==> config.mk <==
export PLATFORM = sky130hd
export DESIGN_NAME = accel_router
export DESIGN_NICKNAME = d
export VERILOG_FILES = /design/src/rtl/accel_router.sv
export SDC_FILE = /design/constraint.sdc
export NUM_CORES = 1
export LEC_CHECK = 0
export BUFFER_PORTS_ARGS = -buffer_cell sky130_fd_sc_hd__buf_2
export CAP_MARGIN = 10
export CORE_ASPECT_RATIO = 0.6
export CORE_UTILIZATION = 50
export CTS_CLUSTER_SIZE = 28
export DETAILED_ROUTE_END_ITERATION = 10
export GPL_ROUTABILITY_DRIVEN = 1
export GPL_TIMING_DRIVEN = 1
export PLACE_DENSITY = 0.69
export SLEW_MARGIN = 20
export SYNTH_ARGS = -nofsm -noshare
export SYNTH_HDL_FRONTEND = slang
export SYNTH_SLANG_ARGS = --single-unit
==> constraint.sdc <==
create_clock -name clk -period 2.61 [get_ports clk]
set_clock_uncertainty 0.15 [all_clocks]
set_input_delay 0.3915 -clock clk [delete_from_list [all_inputs] [get_ports clk]]
set_output_delay 0.3915 -clock clk [all_outputs]
set_load 0.005 [all_outputs]
==> src/rtl/accel_router.sv <==
// CPU accelerator-port router: one TX (CPU->accel) and one RX (accel->CPU) FIFO per channel.
// CPU-side status and read data are combinational from accel_id; ids >= ACCEL_COUNT never stall.

module accel_router_fifo #(
  parameter int DATA_WIDTH = 16,
  parameter int FIFO_DEPTH = 4
) (
  input  logic                  clk,
  input  logic                  rst_n,
  input  logic                  push,
  input  logic [DATA_WIDTH-1:0] push_data,
  input  logic                  pop,
  output logic [DATA_WIDTH-1:0] head,
  output logic                  full,
  output logic                  empty
);
  localparam int AW = $clog2(FIFO_DEPTH);
  localparam int CW = AW + 1;

  logic [AW-1:0]         wr_ptr_q, wr_ptr_d;
  logic [AW-1:0]         rd_ptr_q, rd_ptr_d;
  logic [CW-1:0]         count_q, count_d;
  logic                  push_ok, pop_ok;
  logic [DATA_WIDTH-1:0] mem [FIFO_DEPTH];

  assign full  = (count_q == CW'(FIFO_DEPTH));
  assign empty = (count_q == '0);
  assign head  = mem[rd_ptr_q];

  // Pop is judged on the pre-edge count, so a push into an empty FIFO is never popped the same cycle.
  always_comb begin
    push_ok  = push && !full;
    pop_ok   = pop && !empty;
    wr_ptr_d = wr_ptr_q;
    rd_ptr_d = rd_ptr_q;
    count_d  = count_q;
    if (push_ok) wr_ptr_d = wr_ptr_q + AW'(1);
    if (pop_ok)  rd_ptr_d = rd_ptr_q + AW'(1);
    case ({push_ok, pop_ok})
      2'b10:   count_d = count_q + CW'(1);
      2'b01:   count_d = count_q - CW'(1);
      default: count_d = count_q;
    endcase
  end

  always_ff @(posedge clk or negedge rst_n) begin
    if (!rst_n) begin
      wr_ptr_q <= '0;
      rd_ptr_q <= '0;
      count_q  <= '0;
    end else begin
      wr_ptr_q <= wr_ptr_d;
      rd_ptr_q <= rd_ptr_d;
      count_q  <= count_d;
    end
  end

  // Storage is deliberately left unreset; the count alone decides what is valid.
  always_ff @(posedge clk) begin
    if (push_ok) mem[wr_ptr_q] <= push_data;
  end
endmodule

module accel_router #(
  parameter int ACCEL_COUNT = 4,
  parameter int DATA_WIDTH  = 16,
  parameter int FIFO_DEPTH  = 4
) (
  input  logic                              clk,
  input  logic                              rst,
  input  logic [3:0]                        accel_id,
  output logic                              accel_can_read,
  output logic                              accel_can_write,
  input  logic                              accel_read_enable,
  output logic [DATA_WIDTH-1:0]             accel_read_data,
  input  logic                              accel_write_enable,
  input  logic [DATA_WIDTH-1:0]             accel_write_data,
  output logic [ACCEL_COUNT-1:0]            down_valid,
  input  logic [ACCEL_COUNT-1:0]            down_ready,
  output logic [ACCEL_COUNT*DATA_WIDTH-1:0] down_data,
  input  logic [ACCEL_COUNT-1:0]            up_valid,
  output logic [ACCEL_COUNT-1:0]            up_ready,
  input  logic [ACCEL_COUNT*DATA_WIDTH-1:0] up_data
);
  logic [ACCEL_COUNT-1:0]            sel;
  logic [ACCEL_COUNT-1:0]            tx_full, tx_empty, rx_full, rx_empty;
  logic [ACCEL_COUNT*DATA_WIDTH-1:0] rx_head;

  for (genvar g = 0; g < ACCEL_COUNT; g++) begin : g_chan
    assign sel[g]        = (accel_id == 4'(g));
    assign down_valid[g] = !tx_empty[g];
    assign up_ready[g]   = !rx_full[g];

    accel_router_fifo #(.DATA_WIDTH(DATA_WIDTH), .FIFO_DEPTH(FIFO_DEPTH)) u_tx (
      .clk       (clk),
      .rst_n     (rst),
      .push      (accel_write_enable && sel[g]),
      .push_data (accel_write_data),
      .pop       (down_ready[g]),
      .head      (down_data[g*DATA_WIDTH +: DATA_WIDTH]),
      .full      (tx_full[g]),
      .empty     (tx_empty[g])
    );

    accel_router_fifo #(.DATA_WIDTH(DATA_WIDTH), .FIFO_DEPTH(FIFO_DEPTH)) u_rx (
      .clk       (clk),
      .rst_n     (rst),
      .push      (up_valid[g]),
      .push_data (up_data[g*DATA_WIDTH +: DATA_WIDTH]),
      .pop       (accel_read_enable && sel[g]),
      .head      (rx_head[g*DATA_WIDTH +: DATA_WIDTH]),
      .full      (rx_full[g]),
      .empty     (rx_empty[g])
    );
  end

  // Unmapped ids report ready in both directions and read as zero so the CPU cannot hang.
  always_comb begin
    accel_can_read  = 1'b1;
    accel_can_write = 1'b1;
    accel_read_data = '0;
    for (int i = 0; i < ACCEL_COUNT; i++) begin
      if (sel[i]) begin
        accel_can_read  = !rx_empty[i];
        accel_can_write = !tx_full[i];
        accel_read_data = rx_head[i*DATA_WIDTH +: DATA_WIDTH];
      end
    end
  end
endmodule

==> metrics.csv, run 1 <==
stage;metric;value;unit
run_status;status;complete, but fails checks;
run_status;violations;negative setup slack;
timing;rsz0062_at_grt;yes;
critical_path;slowest_delay;0.50;ns
min_path;worstHoldPathType;primary input to register;
detailed_routing;final_antenna_net_count;0;
floorplan;die_width;276;um
placement;place_ws;-0.0159;ns
layout;design_area;27900;um^2
clock_tree;cts_max_level;2;
layout;fin_cells;2121;
timing;hold_viol_final;0;
timing;finalSetupViolations;16;
critical_path;cp.buffers_inverters;2;
detailed_routing;drc;0;
global_routing;antenna_found_initial;1;
floorplan;die_h;166;um
floorplan;die_area;45900;um^2
timing;tns;-2.51;ns
layout;synthToLayoutAreaGrowth;24.1;%
logic_synthesis;synth_edf_count;512;
pwr;p_leak;10.0;nW
floorplan;core;43800;um^2
placement;dpl_cell_area;25000;um^2
layout;final_cell_mix;edfxtp_1 (512), buf_2 (185), mux2i_1 (99);
timing;hold_ws;0.0907;ns
placement;portBuffers;185;
floorplan;start_util;0.513;
clock_tree;clk_latency;0.57;ns
logic_synthesis;ys_types;35;
global_routing;grt_pass1_wl;72.9;mm
timing;tightest_slew;0.511;ns
global_routing;grt_overflow;0;
critical_path;cp.required;2.07;ns
clock_tree;cts_max_path_buffers;3;
logic_synthesis;syn_inst;1152;
critical_path;ff2ff_path_depth;9;
critical_path;slowest_stage;dfrtp_2;
detailed_routing;vias;11600;
critical_path;critPathCaptureType;output pin;
clock_tree;cts_buffers;50;
logic_synthesis;ys_seq_area_frac;0.746;
timing;layout_min_cycle_time;2.80;ns
timing;max_freq;0.358;GHz
detailed_routing;drtIter0Drc;1135;
detailed_routing;avgRoutedWirePerCell;23.3;um
global_routing;track_usage;0.216;
pwr;p_per_area;980;nW/um^2
detailed_routing;vias_per_cell;5.48;
pwr;ir_drop;482;uV
critical_path;cp_max_fo;9;
placement;place_congestion;0.839;
critical_path;crit_family;compound AO/OA/AOI/OAI gates;
critical_path;crit_chain;buf_12 > mux2i_2 > o22ai_2 > o41a_1 > buf_2;
placement;hpwl;32.0;mm
global_routing;grt_max_degree;57;
detailed_routing;first_pass_iters;5;
job;maxCapViolCount;0;
critical_path;crit_type;register to output pin;
critical_path;crit_path_start_kind;register;
critical_path;worstPathArrival;2.26;ns
pwr;finalPower;27.4;mW
layout;mostFrequentLayoutCell;edfxtp_1;
layout;drive_above_1_share;0.333;
timing;max-slew-margin-rel;0.656;
timing;period_share;1.07;
logic_synthesis;synth_area_per_cell;19.5;um^2
detailed_routing;finalWirelength;49.5;mm
clock_tree;path_clk_slew;0.07;ns
layout;final_nets;1647;
clock_tree;cts_tree;yes;
logic_synthesis;synth_nets;1296;
global_routing;first_global_vias;11900;
placement;dp.cells;1966;
logic_synthesis;synthFlopType;edfxtp_1;
logic_synthesis;syn_area;22500;um^2
floorplan;rows;59;
logic_synthesis;async_reset_ff_frac;0.0986;
clock_tree;cts-root-buf;clkbuf_16;
logic_synthesis;ys_warn_count;0;
layout;postLayoutCoreUtil;0.637;
timing;fin_ws;-0.187;ns
timing;drv_slew;0;
clock_tree;clock-sinks;568;
floorplan;ios;186;
critical_path;cp.depth;5;
logic_synthesis;synth-seq-cells;568;
min_path;worst_hold_path.num_cells;3;
worst min-delay path, cell delays in order:
cell    delay, ns
buf_2        0.08
o31a_1       0.21
xor2_1       0.09
state kept, by name, summed over array words and instances (netlist names):
| signal | flops |
|---|---|
| g_chan.u_rx.wr_ptr_q | 8 |
| g_chan.u_tx.mem | 256 |
| g_chan.u_tx.wr_ptr_q | 8 |
| g_chan.u_rx.mem | 256 |
| g_chan.u_tx.rd_ptr_q | 8 |
| g_chan.u_tx.count_q | 12 |
| g_chan.u_rx.rd_ptr_q | 8 |
| g_chan.u_rx.count_q | 12 |
final cells by class:
cell class | count | area, um^2
Sequential cell | 568 | 16800
Fill cell | 3015 | 15900
Multi-Input combinational cell | 487 | 5810
Timing Repair Buffer | 348 | 2820
Clock buffer | 70 | 1430
Tap cell | 579 | 724
Inverter | 48 | 180
Clock inverter | 20 | 174
Antenna cell | 1 | 2.50
report_power, final:
group          switching [mW]  total (mW)  internal, mW
registers               0.690        12.0          11.3
clock network            3.12        7.24          4.11
logic                    4.11        8.12          4.01
cells by family (layout without fill, tap and decap cells):
kind of cell             count (synthesis)  after routing  share of synthesized area
flip-flops                             568            568                      0.746
multiplexers                           206            206                      0.129
AND/OR/NAND/NOR                         97             97                     0.0297
buffers and inverters                   97            486                     0.0191
AO/OA/AOI/OAI                           88             88                     0.0283
adder cells (fa/ha/maj)                 48             48                     0.0294
XOR/XNOR                                48             48                     0.0187
other                                    0              1                          0
metal layers:
layer | routed length [um] | global-route usage | part of all wire | up-vias
met1 | 22600 | 0.335 | 0.46 | 5933
li1 | - | - | - | 5271
met2 | 22400 | 0.316 | 0.45 | 364
met5 | 0 | 0 | 0 | -
met3 | 3760 | 0.0508 | 0.076 | 61
met4 | 725 | 0.0423 | 0.015 | 0
cell usage after synthesis (4+ instances only):
cell type	n	area (um^2)
edfxtp_1	512	15400
mux2i_1	132	1320
mux4_2	66	1490
o22ai_1	64	400
dfrtp_1	56	1400
inv_1	48	180
ha_1	40	500
buf_2	29	145
xor2_1	28	245
and2_1	20	125
xnor2_1	20	175
and3_1	16	100
o41a_1	16	180
clkbuf_1	12	45.0
nand2_1	12	45.0
nor2_1	9	33.8
fa_1	8	160
or3_1	6	37.5
or3b_1	5	43.8
buf_1	4	15.0
buf_6	4	45.0
mux2_2	4	45.0
nor3_1	4	20.0
nor3_2	4	40.0
nor3_4	4	65.1
nor3b_1	4	30.0
nor4b_2	4	60.1
o21ai_0	4	20.0
o31a_1	4	35.0
path summary, 6_finish.rpt:
check                                                start                    endpoint  slack [ns]
worst max-delay path            g_chan[3].u_rx.rd_ptr_q[1]          accel_read_data[5]       -0.19
worst min-delay path                         down_ready[2]  g_chan[2].u_tx.rd_ptr_q[0]        0.09
worst max register to register   g_chan[1].u_rx.count_q[0]   g_chan[1].u_rx.count_q[2]        0.17
worst min register to register  g_chan[2].u_tx.rd_ptr_q[1]  g_chan[2].u_tx.rd_ptr_q[1]        0.34
max in group asynchronous                              rst  g_chan[0].u_rx.rd_ptr_q[0]        1.79
min in group asynchronous                              rst  g_chan[1].u_tx.rd_ptr_q[1]        0.21
what timing repair did:
action | CTS | global route
gates resized for setup | 57 | 55
pin swaps | 34 | 9
hold buffers | 65 | 0
endpoints found under the hold margin | 312 | 0
setup buffers | 10 | 4
cloned | 5 | 2
endpoints found under the setup margin | 17 | 25
No activity file was read; power rests on OpenSTA's default activity.
==> inputs of run 2 (changes only) <==
==> constraint.sdc (replaced) <==
create_clock -name clk -period 3.43 [get_ports clk]
set_clock_uncertainty 0.15 [all_clocks]
set_input_delay 0.5145 -clock clk [delete_from_list [all_inputs] [get_ports clk]]
set_output_delay 0.5145 -clock clk [all_outputs]
set_load 0.005 [all_outputs]
==> metrics.csv, run 2 (synthesized netlist as in run 1, its figures left out) <==
stage;metric;value;unit;change
global_routing;grt_pass1_wl;72.3;mm;was 72.9 mm
critical_path;cp.required;2.77;ns;was 2.07 ns
min_path;worst_hold_path.num_cells;1;;was 3
placement;portBuffers;185;;unchanged
job;maxCapViolCount;0;;unchanged
layout;final_nets;1546;;was 1647
critical_path;slowest_delay;0.60;ns;was 0.50 ns
clock_tree;cts_setup_buffers;0;;was 10
layout;top_regs;g_chan.u_rx.mem (256), g_chan.u_tx.mem (256);;unchanged
layout;postLayoutCoreUtil;0.594;;was 0.637
pwr;clockPowerShare;0.282;;was 0.264
detailed_routing;first_pass_iters;5;;unchanged
clock_tree;cts-hold-fix-buffers;17;;was 65
pwr;p_int;14.1;mW;was 19.5 mW
pwr;power.switching;5.83;mW;was 7.92 mW
timing;period_share;0.996;;
clock_tree;cts_max_path_buffers;3;;unchanged
critical_path;crit_type;register to output pin;;unchanged
floorplan;start_util;0.513;;unchanged
floorplan;rows;59;;unchanged
pwr;p_sw_frac;0.292;;was 0.289
global_routing;track_usage;0.217;;was 0.216
clock_tree;cts_buffers;51;;was 50
floorplan;die_area;45900;um^2;unchanged
min_path;worstHoldPathType;primary input to register;;unchanged
clock_tree;clock-sinks;568;;unchanged
floorplan;die_width;276;um;unchanged
clock_tree;clk_latency;0.56;ns;was 0.57 ns
global_routing;antenna_found_initial;5;;was 1
timing;hold_viol_final;0;;unchanged
detailed_routing;drtIter0Drc;1275;;was 1135
pwr;p_comb_frac;0.250;;was 0.297
layout;synthToLayoutAreaGrowth;15.8;%;was 24.1%
critical_path;cp_max_fo;30;;was 9
pwr;seqPwrFrac;0.468;;was 0.439
timing;tightest_slew;0.956;ns;was 0.511 ns
detailed_routing;drc;0;;unchanged
detailed_routing;final_antenna_net_count;0;;unchanged
clock_tree;cts-root-buf;clkbuf_16;;unchanged
critical_path;crit_path_start_kind;register;;unchanged
critical_path;crit_family;compound AO/OA/AOI/OAI gates;;unchanged
detailed_routing;vias_per_cell;5.62;;was 5.48
timing;tns;0;ns;was -2.51 ns
timing;max_freq;0.293;GHz;
clock_tree;path_clk_slew;0.06;ns;was 0.07 ns
timing;rsz0062_at_grt;no;;was yes
global_routing;first_global_vias;11300;;was 11900
timing;max-slew-margin-rel;0.363;;was 0.656
detailed_routing;vias;11400;;was 11600
clock_tree;cts_tree;yes;;unchanged
global_routing;grt_max_degree;39;;was 57
critical_path;crit_chain;buf_12 > mux2i_1 > o22ai_1 > o41a_1 > buf_2;;was buf_12 > mux2i_2 > o22ai_2 > o41a_1 > buf_2
floorplan;ios;186;;unchanged
floorplan;core;43800;um^2;unchanged
clock_tree;cts_resized;0;;was 57
critical_path;cp.buffers_inverters;2;;unchanged
critical_path;critPathCaptureType;output pin;;unchanged
timing;drv_slew;0;;unchanged
critical_path;slowest_stage;mux2i_1;;was dfrtp_2
floorplan;die_h;166;um;unchanged
critical_path;worstPathArrival;2.75;ns;was 2.26 ns
critical_path;cp.depth;5;;unchanged
timing;finalSetupViolations;0;;was 16
layout;drive_above_1_share;0.271;;was 0.333
pwr;p_per_area;765;nW/um^2;was 980 nW/um^2
layout;final_cell_mix;edfxtp_1 (512), buf_2 (185), mux2i_1 (132);;was edfxtp_1 (512), buf_2 (185), mux2i_1 (99)
layout;mostFrequentLayoutCell;edfxtp_1;;unchanged
placement;place_congestion;0.908;;was 0.839
critical_path;ff2ff_path_depth;9;;unchanged
pwr;ir_drop;460;uV;was 482 uV
detailed_routing;finalWirelength;49.0;mm;was 49.5 mm
pwr;p_leak;9.33;nW;was 10.0 nW
placement;hpwl;33.5;mm;was 32.0 mm
run_status;status;finished clean;;was complete, but fails checks
timing;layout_min_cycle_time;3.42;ns;
detailed_routing;avgRoutedWirePerCell;24.2;um;was 23.3 um
clock_tree;cts_max_level;2;;unchanged
global_routing;grt_overflow;0;;unchanged
==> run 2: final timing paths <==
check,start,end,slack (ns)
worst max-delay path,g_chan[0].u_rx.rd_ptr_q[0],accel_read_data[6],0.01
worst min-delay path,up_data[6],g_chan[0].u_rx.mem[0][6],0.02
worst max register to register,g_chan[1].u_tx.count_q[1],g_chan[1].u_tx.count_q[2],0.90
worst min register to register,g_chan[0].u_rx.count_q[2],g_chan[0].u_rx.count_q[2],0.34
max in group asynchronous,rst,g_chan[3].u_tx.count_q[2],1.91
min in group asynchronous,rst,g_chan[1].u_tx.rd_ptr_q[0],0.50
==> run 2: layer usage <==
metal / vias to the layer above / global-route usage / part of all wire
li1: 5064 / - / -
met1: 5832 / 0.337 / 0.45
met2: 402 / 0.302 / 0.43
met3: 67 / 0.0669 / 0.093
met4: 0 / 0.0425 / 0.018
met5: - / 0 / 0
==> run 2: cell type report <==
cell class	instances	area [um^2]
clock inverters	22	206
repair buffers	246	1440
well taps	579	724
clock buffers	70	1430
inverters	48	180
multi-input cells	487	5290
diodes	4	10.0
flip-flops and latches	568	16800
fillers	3256	17800
==> run 2: through the flow <==
stage	power (mW)	instances	hold WS (ns)	setup slack (ns)	area, um^2
2_1_floorplan	12.6	1152	0.0689	0.816	22500
6_report	19.9	2024	0.0195	0.0124	26100
4_1_cts	20.1	2020	0.00000300	0.151	26000
3_3_place_gp	14.3	1911	0.325	0.549	24200
5_1_grt	20.9	2023	0.00142	0.0106	26100
3_5_place_dp	14.5	1911	0.326	0.443	24200
==> run 2: power groups by stage <==
| stage | Combinational, mW | Clock [mW] | Sequential [mW] |
|---|---|---|---|
| 6_report | 4.99 | 5.62 | 9.34 |
| 5_1_grt | 5.41 | 5.99 | 9.47 |
| 4_1_cts | 5.04 | 5.70 | 9.35 |
| 3_5_place_dp | 5.00 | 0 | 9.49 |
| 3_3_place_gp | 4.90 | 0 | 9.44 |
| 2_1_floorplan | 3.49 | 0 | 9.06 |
